<file path="src/rtl/jt12_mix_pkg.sv">
// Shared types and constants for the Megadrive output-mixer clock-enable scheduler.
// Divider moduli and strobe phases live here so the top and its dividers agree.
package jt12_mix_pkg;

  typedef enum logic [1:0] {
    ST_IDLE = 2'd0,
    ST_SEEK = 2'd1,
    ST_RUN  = 2'd2
  } state_t;

  localparam int DIV_9   = 9;
  localparam int DIV_63  = 63;
  localparam int DIV_252 = 252;
  localparam int DIV_48  = 48;
  localparam int DIV_144 = 144;
  localparam int DIV_5   = 5;

  localparam int PH_FM  = 8;
  localparam int PH_PSG = 47;

  localparam logic [7:0] SLIP_MAX = 8'hFF;

  // A clear coinciding with a new slip leaves that slip counted.
  function automatic logic [7:0] slip_next(input logic [7:0] cnt, input logic clr);
    if (clr)
      return 8'd1;
    else if (cnt == SLIP_MAX)
      return cnt;
    else
      return cnt + 8'd1;
  endfunction

endpackage

</file>
<file path="src/rtl/jt12_mixsched_div.sv">
// Mod-N counter with clear/enable and a registered strobe on count == PHASE.
// The strobe reflects the count as seen before any clear in the same cycle.
module jt12_mixsched_div #(
  parameter int N     = 9,
  parameter int PHASE = N - 1,
  parameter int W     = (N > 1) ? $clog2(N) : 1
) (
  input  logic         clk,
  input  logic         rst,
  input  logic         clr,
  input  logic         en,
  output logic [W-1:0] cnt,
  output logic         strb
);

  localparam logic [W-1:0] LAST = W'(N - 1);
  localparam logic [W-1:0] PH   = W'(PHASE);

  logic [W-1:0] cnt_reg;
  logic         strb_reg;

  always_ff @(posedge clk or negedge rst) begin
    if (!rst) begin
      cnt_reg  <= '0;
      strb_reg <= 1'b0;
    end else begin
      strb_reg <= en && (cnt_reg == PH);
      if (clr)
        cnt_reg <= '0;
      else if (en)
        cnt_reg <= (cnt_reg == LAST) ? '0 : cnt_reg + 1'b1;
    end
  end

  assign cnt  = cnt_reg;
  assign strb = strb_reg;

endmodule

</file>
<file path="src/rtl/jt12_mixsched.sv">
// Mixer clock-enable scheduler: one frame counter phase-locked to the FM sample
// pulse, feeding FM/PSG rate strobes plus lock and slip reporting.
module jt12_mixsched
  import jt12_mix_pkg::*;
#(
  parameter int LOCK_N = 4,
  parameter int FRAME  = 1008
) (
  input  logic       clk,
  input  logic       rst,
  input  logic       enable,
  input  logic       fm_sample,
  input  logic       slip_clr,
  output logic       cen_9,
  output logic       cen_63,
  output logic       cen_252,
  output logic       cen_1008,
  output logic       psg_cen_48,
  output logic       psg_cen_144,
  output logic       psg_cen_240,
  output logic       psg_cen_1008,
  output logic       locked,
  output logic [7:0] slip_cnt
);

  localparam int             PW       = $clog2(FRAME);
  localparam logic [PW-1:0]  P_LAST   = PW'(FRAME - 1);
  localparam logic [PW-1:0]  P_FM     = PW'(PH_FM);
  localparam logic [PW-1:0]  P_PSG    = PW'(PH_PSG);
  localparam logic [3:0]     GOOD_MAX = 4'(LOCK_N);

  state_t        state_reg;
  logic [PW-1:0] p_reg;
  logic [3:0]    good_reg;
  logic          locked_reg;
  logic [7:0]    slip_reg;
  logic          cen_1008_reg;
  logic          psg_1008_reg;

  logic run_en, at_end, good, early, missing, slip, frame_clr;
  logic [5:0] cnt48;
  logic [3:0] unused_cnt9;
  logic [5:0] unused_cnt63;
  logic [7:0] unused_cnt252;
  logic [7:0] unused_cnt144;
  logic [2:0] unused_psg5;

  // A disabled cycle is treated as leaving RUN, so fm_sample is ignored there.
  assign run_en    = (state_reg == ST_RUN) && enable;
  assign at_end    = (p_reg == P_LAST);
  assign good      = run_en && fm_sample && at_end;
  assign early     = run_en && fm_sample && !at_end;
  assign missing   = run_en && !fm_sample && at_end;
  assign slip      = early || missing;
  assign frame_clr = !run_en || early;

  jt12_mixsched_div #(.N(DIV_9),   .PHASE(PH_FM))  u_div9 (
    .clk(clk), .rst(rst), .clr(frame_clr), .en(run_en), .cnt(unused_cnt9),   .strb(cen_9));
  jt12_mixsched_div #(.N(DIV_63),  .PHASE(PH_FM))  u_div63 (
    .clk(clk), .rst(rst), .clr(frame_clr), .en(run_en), .cnt(unused_cnt63),  .strb(cen_63));
  jt12_mixsched_div #(.N(DIV_252), .PHASE(PH_FM))  u_div252 (
    .clk(clk), .rst(rst), .clr(frame_clr), .en(run_en), .cnt(unused_cnt252), .strb(cen_252));
  jt12_mixsched_div #(.N(DIV_48),  .PHASE(PH_PSG)) u_div48 (
    .clk(clk), .rst(rst), .clr(frame_clr), .en(run_en), .cnt(cnt48),         .strb(psg_cen_48));
  jt12_mixsched_div #(.N(DIV_144), .PHASE(PH_PSG)) u_div144 (
    .clk(clk), .rst(rst), .clr(frame_clr), .en(run_en), .cnt(unused_cnt144), .strb(psg_cen_144));

  // psg5 survives frame resyncs; 240 does not divide the frame, so it free-runs.
  jt12_mixsched_div #(.N(DIV_5), .PHASE(0)) u_psg5 (
    .clk(clk), .rst(rst),
    .clr(state_reg != ST_RUN),
    .en(run_en && (cnt48 == 6'(PH_PSG))),
    .cnt(unused_psg5), .strb(psg_cen_240));

  always_ff @(posedge clk or negedge rst) begin
    if (!rst) begin
      state_reg    <= ST_IDLE;
      p_reg        <= '0;
      good_reg     <= '0;
      locked_reg   <= 1'b0;
      slip_reg     <= '0;
      cen_1008_reg <= 1'b0;
      psg_1008_reg <= 1'b0;
    end else begin
      unique case (state_reg)
        ST_IDLE: if (enable) state_reg <= ST_SEEK;
        ST_SEEK: begin
          if (!enable)        state_reg <= ST_IDLE;
          else if (fm_sample) state_reg <= ST_RUN;
        end
        ST_RUN:  if (!enable) state_reg <= ST_IDLE;
        default: state_reg <= ST_IDLE;
      endcase

      if (frame_clr)
        p_reg <= '0;
      else
        p_reg <= at_end ? '0 : p_reg + 1'b1;

      cen_1008_reg <= run_en && (p_reg == P_FM);
      psg_1008_reg <= run_en && (p_reg == P_PSG);

      if (!run_en || slip) begin
        good_reg   <= '0;
        locked_reg <= 1'b0;
      end else if (good) begin
        if (good_reg != GOOD_MAX) good_reg <= good_reg + 4'd1;
        if (good_reg >= GOOD_MAX - 4'd1) locked_reg <= 1'b1;
      end

      if (slip)
        slip_reg <= slip_next(slip_reg, slip_clr);
      else if (slip_clr)
        slip_reg <= '0;
    end
  end

  assign cen_1008     = cen_1008_reg;
  assign psg_cen_1008 = psg_1008_reg;
  assign locked       = locked_reg;
  assign slip_cnt     = slip_reg;

endmodule

</file>
<file path="config.mk">
export PLATFORM = sky130hd
export DESIGN_NAME = jt12_mixsched
export DESIGN_NICKNAME = d
export VERILOG_FILES = /design/src/rtl/jt12_mix_pkg.sv /design/src/rtl/jt12_mixsched_div.sv /design/src/rtl/jt12_mixsched.sv
export SDC_FILE = /design/constraint.sdc
export NUM_CORES = 1
export LEC_CHECK = 0
export ABC_AREA = 1
export CAP_MARGIN = 15
export CORE_ASPECT_RATIO = 1.5
export CORE_MARGIN = 2
export CORE_UTILIZATION = 50
export CTS_CLUSTER_SIZE = 10
export DETAILED_ROUTE_END_ITERATION = 16
export PLACE_DENSITY = 0.78
export SLEW_MARGIN = 40
export SYNTH_ARGS = -nofsm -noshare
export SYNTH_HDL_FRONTEND = slang
export SYNTH_SLANG_ARGS = --single-unit
</file>
<file path="constraint.sdc">
create_clock -name clk -period 4.5 [get_ports clk]
set_input_delay 1.125 -clock clk [delete_from_list [all_inputs] [get_ports clk]]
set_output_delay 1.125 -clock clk [all_outputs]
set_load 0.05 [all_outputs]
</file>
==> flow_summary.toml <==
[outcome]
status = "completed"

[synth]
yosys-top-cells-count = "nand2_1, dfrtp_1, nor2_1, inv_1, nand3_1"
synthDistinctLibCells = 35
synth_mux_area_frac = 0
synthSimpleGateAreaFrac = 0.266
avgSynthCellArea_sq_um = 8.68
synthArstFlopShare = 1.00
synth_top_family_by_area = "simple AND/OR/NAND/NOR gates"
synthAdderAreaFrac = 0.0593
yosysMostFrequentCell = "nand2_1"
yosys-top-cells-area = "dfrtp_1, nand2_1, nor2_1, ha_1, inv_1"
yosys.area.top_type = "dfrtp_1"
synth_nets = 410
synth-main-ff-cell = "dfrtp_1"
yosys.area_share.xor_xnor = 0.0571
synth_top_area_share = 0.504
syn-cell-area_sq_mm = 0.00338
synth_seq_cells = 68
synth_compound_area_frac = 0.0489
synth_edf_count = 0
yosys_warnings = 0
ys_seq_area_frac = 0.504
synthCells = 389

[placement]
place_congestion = 0.878
hpwlAfterDp_um = 4740
io_buffers = 21
preCtsSetupSlack_ps = 1500

[drt]
dr.max_layer_used = "met4"
routed-wl-met3_um = 212
wl_um = 6620
wl_met2_um = 3660
wl_met1_um = 2590
vias = 2599
first_pass_iters = 4
wire_per_inst_um = 13.2
vias_per_cell = 5.19
detail-route-antenna-nets = 0
drcViolationCount = 0
drtIter0Drc = 138

[timing]
finalCritPeriodShare = 0.619
fin_ws_ps = 1720
clock.fmax_ghz = 0.359
slew_viol_final = 0
setup_viol = 0
finClkSkew_ps = 12.9
final-hold-violation-count = 0
finalSetupTns_ps = 0
timing.slew.headroom = 0.585
worst_pin_slew_ps = 618
rsz0062_at_grt = "false"
finalCriticalPeriod_ps = 2780

[die]
fp.dieH_um = 105
dieWidth_um = 71.1
row_count = 36
start_util = 0.517
coreArea_sq_mm = 0.00653
ios = 22
dieArea_sq_mm = 0.00744

[pwr]
peakVddDrop_mv = 0.195
leakagePower_nw = 1.83
p_per_area_mw_per_mm2 = 308
power_mw = 1.20

[final_layout]
nets = 441
diodes = 0
largest_reg_flops = 10
num-fill-cells = 577
syn_to_final_growth_pct = 15.2
drive_gt1_frac = 0.0753

[global_route]
grt_usage = 0.199
grt_pass1_wl_um = 11500
antenna_found_initial = 0
overflow = 0
grt_pass1_vias = 2755
grt_max_degree = 40

[clock_network]
path_clk_slew_ps = 70
post_cts_buffers = 0
clock_latency_ps = 360
clockBufferDepth = 2
cts_buffers = 9
cts_htree_levels = 3
cts_resized = 0
cts_sinks = 68
cts_tree = "done"
cts_root_buf = "clkbuf_8"
ctsHoldBuffers = 0

[setup_path]
end_kind = "output pin"
worstPathCellList = "clkdlybuf4s50_1"
max_stage_delay_ps = 850
r2r_end = "good_reg[1]"
r2r-start = "p_reg[0]"
startpoint_type = "flip-flop"
crit_path_top_delay_cell = "clkdlybuf4s50_1"
regToRegSetupSlack_ps = 2590
timing.critical_path.buf_inv = 1
cpLargestDelayFamily = "buffers and inverters"
crit_type = "flip-flop to output pin"
cp_data_arrival_time_ps = 1660
path_max_fanout = 7
critPathRequiredTime_ps = 3380
ff2ff_path_depth = 8

[job]
cap_violations = 0

[worst_hold_path]
hold_start = "u_div48.cnt[0]"
holdPathStages = 1
holdPathEnd = "u_div48.cnt[0]"
hp-class = "flip-flop to flip-flop"
cells by family after synthesis:
kind of cell / Yosys count
fa+ha+maj: 16
xor+xnor: 22
simple gates: 201
compound gates: 25
buf+inv: 57
flops: 68
how the worst max path moves through the flow:
stage | cells past startpoint | slack [ps] | to | startpoint
after floorplan | 8 | 2430 | slip_cnt[0] | enable
after global placement | 7 | 1590 | good_reg[2] | enable
after detailed placement | 7 | 1500 | good_reg[2] | enable
after CTS | 1 | 1690 | slip_cnt[6] | slip_cnt[6]
after global routing | 1 | 1650 | slip_cnt[6] | slip_cnt[6]
final | 1 | 1720 | slip_cnt[6] | slip_cnt[6]
per-layer routing:
layer  up-vias  global-route usage
met5         -                   0
met1      1246               0.201
met3        11              0.0482
li1       1299                   -
met4         0               0.102
met2        43               0.365
layout by cell type, fill, tap and decap left out, types with 2 or more instances in the layout:
cell,Yosys,final
nand4_1,14,14
nor3_1,7,7
clkbuf_8,0,9
nand3_1,24,24
o21bai_1,2,2
xor2_1,17,17
a21oi_1,6,6
nand2_2,2,2
inv_1,53,53
o21ai_0,9,9
nand2_1,71,71
nand3_2,2,2
nor4_1,3,3
ha_1,16,16
xnor2_1,5,5
buf_4,1,2
bufinv_16,0,2
clkdlybuf4s50_1,0,20
nand3b_1,2,2
clkinvlp_4,0,2
nor2_1,66,66
or2_2,4,4
and3_1,2,2
dfrtp_1,68,68
area by class of cell:
cell class / count / area [sq um] / area share
inverters: 55 / 206 / 0.0531
clock buffers: 10 / 128 / 0.0328
well taps: 76 / 95.1 / 0.0244
repair buffers: 22 / 215 / 0.0553
clock inverters: 6 / 88.8 / 0.0228
multi-input cells: 264 / 1460 / 0.374
flip-flops and latches: 68 / 1700 / 0.437
metrics by stage:
stage                     std cells  instance area [sq um]  utilization  hold slack [ps]
final                           501                   3890        0.596              468
after global routing            501                   3890        0.596              490
after CTS                       501                   3890        0.596              470
after detailed placement        485                   3670        0.562              459
after global placement          485                   3670        0.562              452
after floorplan                 389                   3380            -              429
report_power, final:
group / total, mW / switching [mW] / leakage [nW] / internal (mW)
Clock: 0.543 / 0.231 / 0.102 / 0.312
Combinational: 0.0374 / 0.0280 / 0.776 / 0.00939
Sequential: 0.618 / 0.00374 / 0.948 / 0.614
Total: 1.20 / 0.263 / 1.83 / 0.935
(Power assumes the default switching activity.)
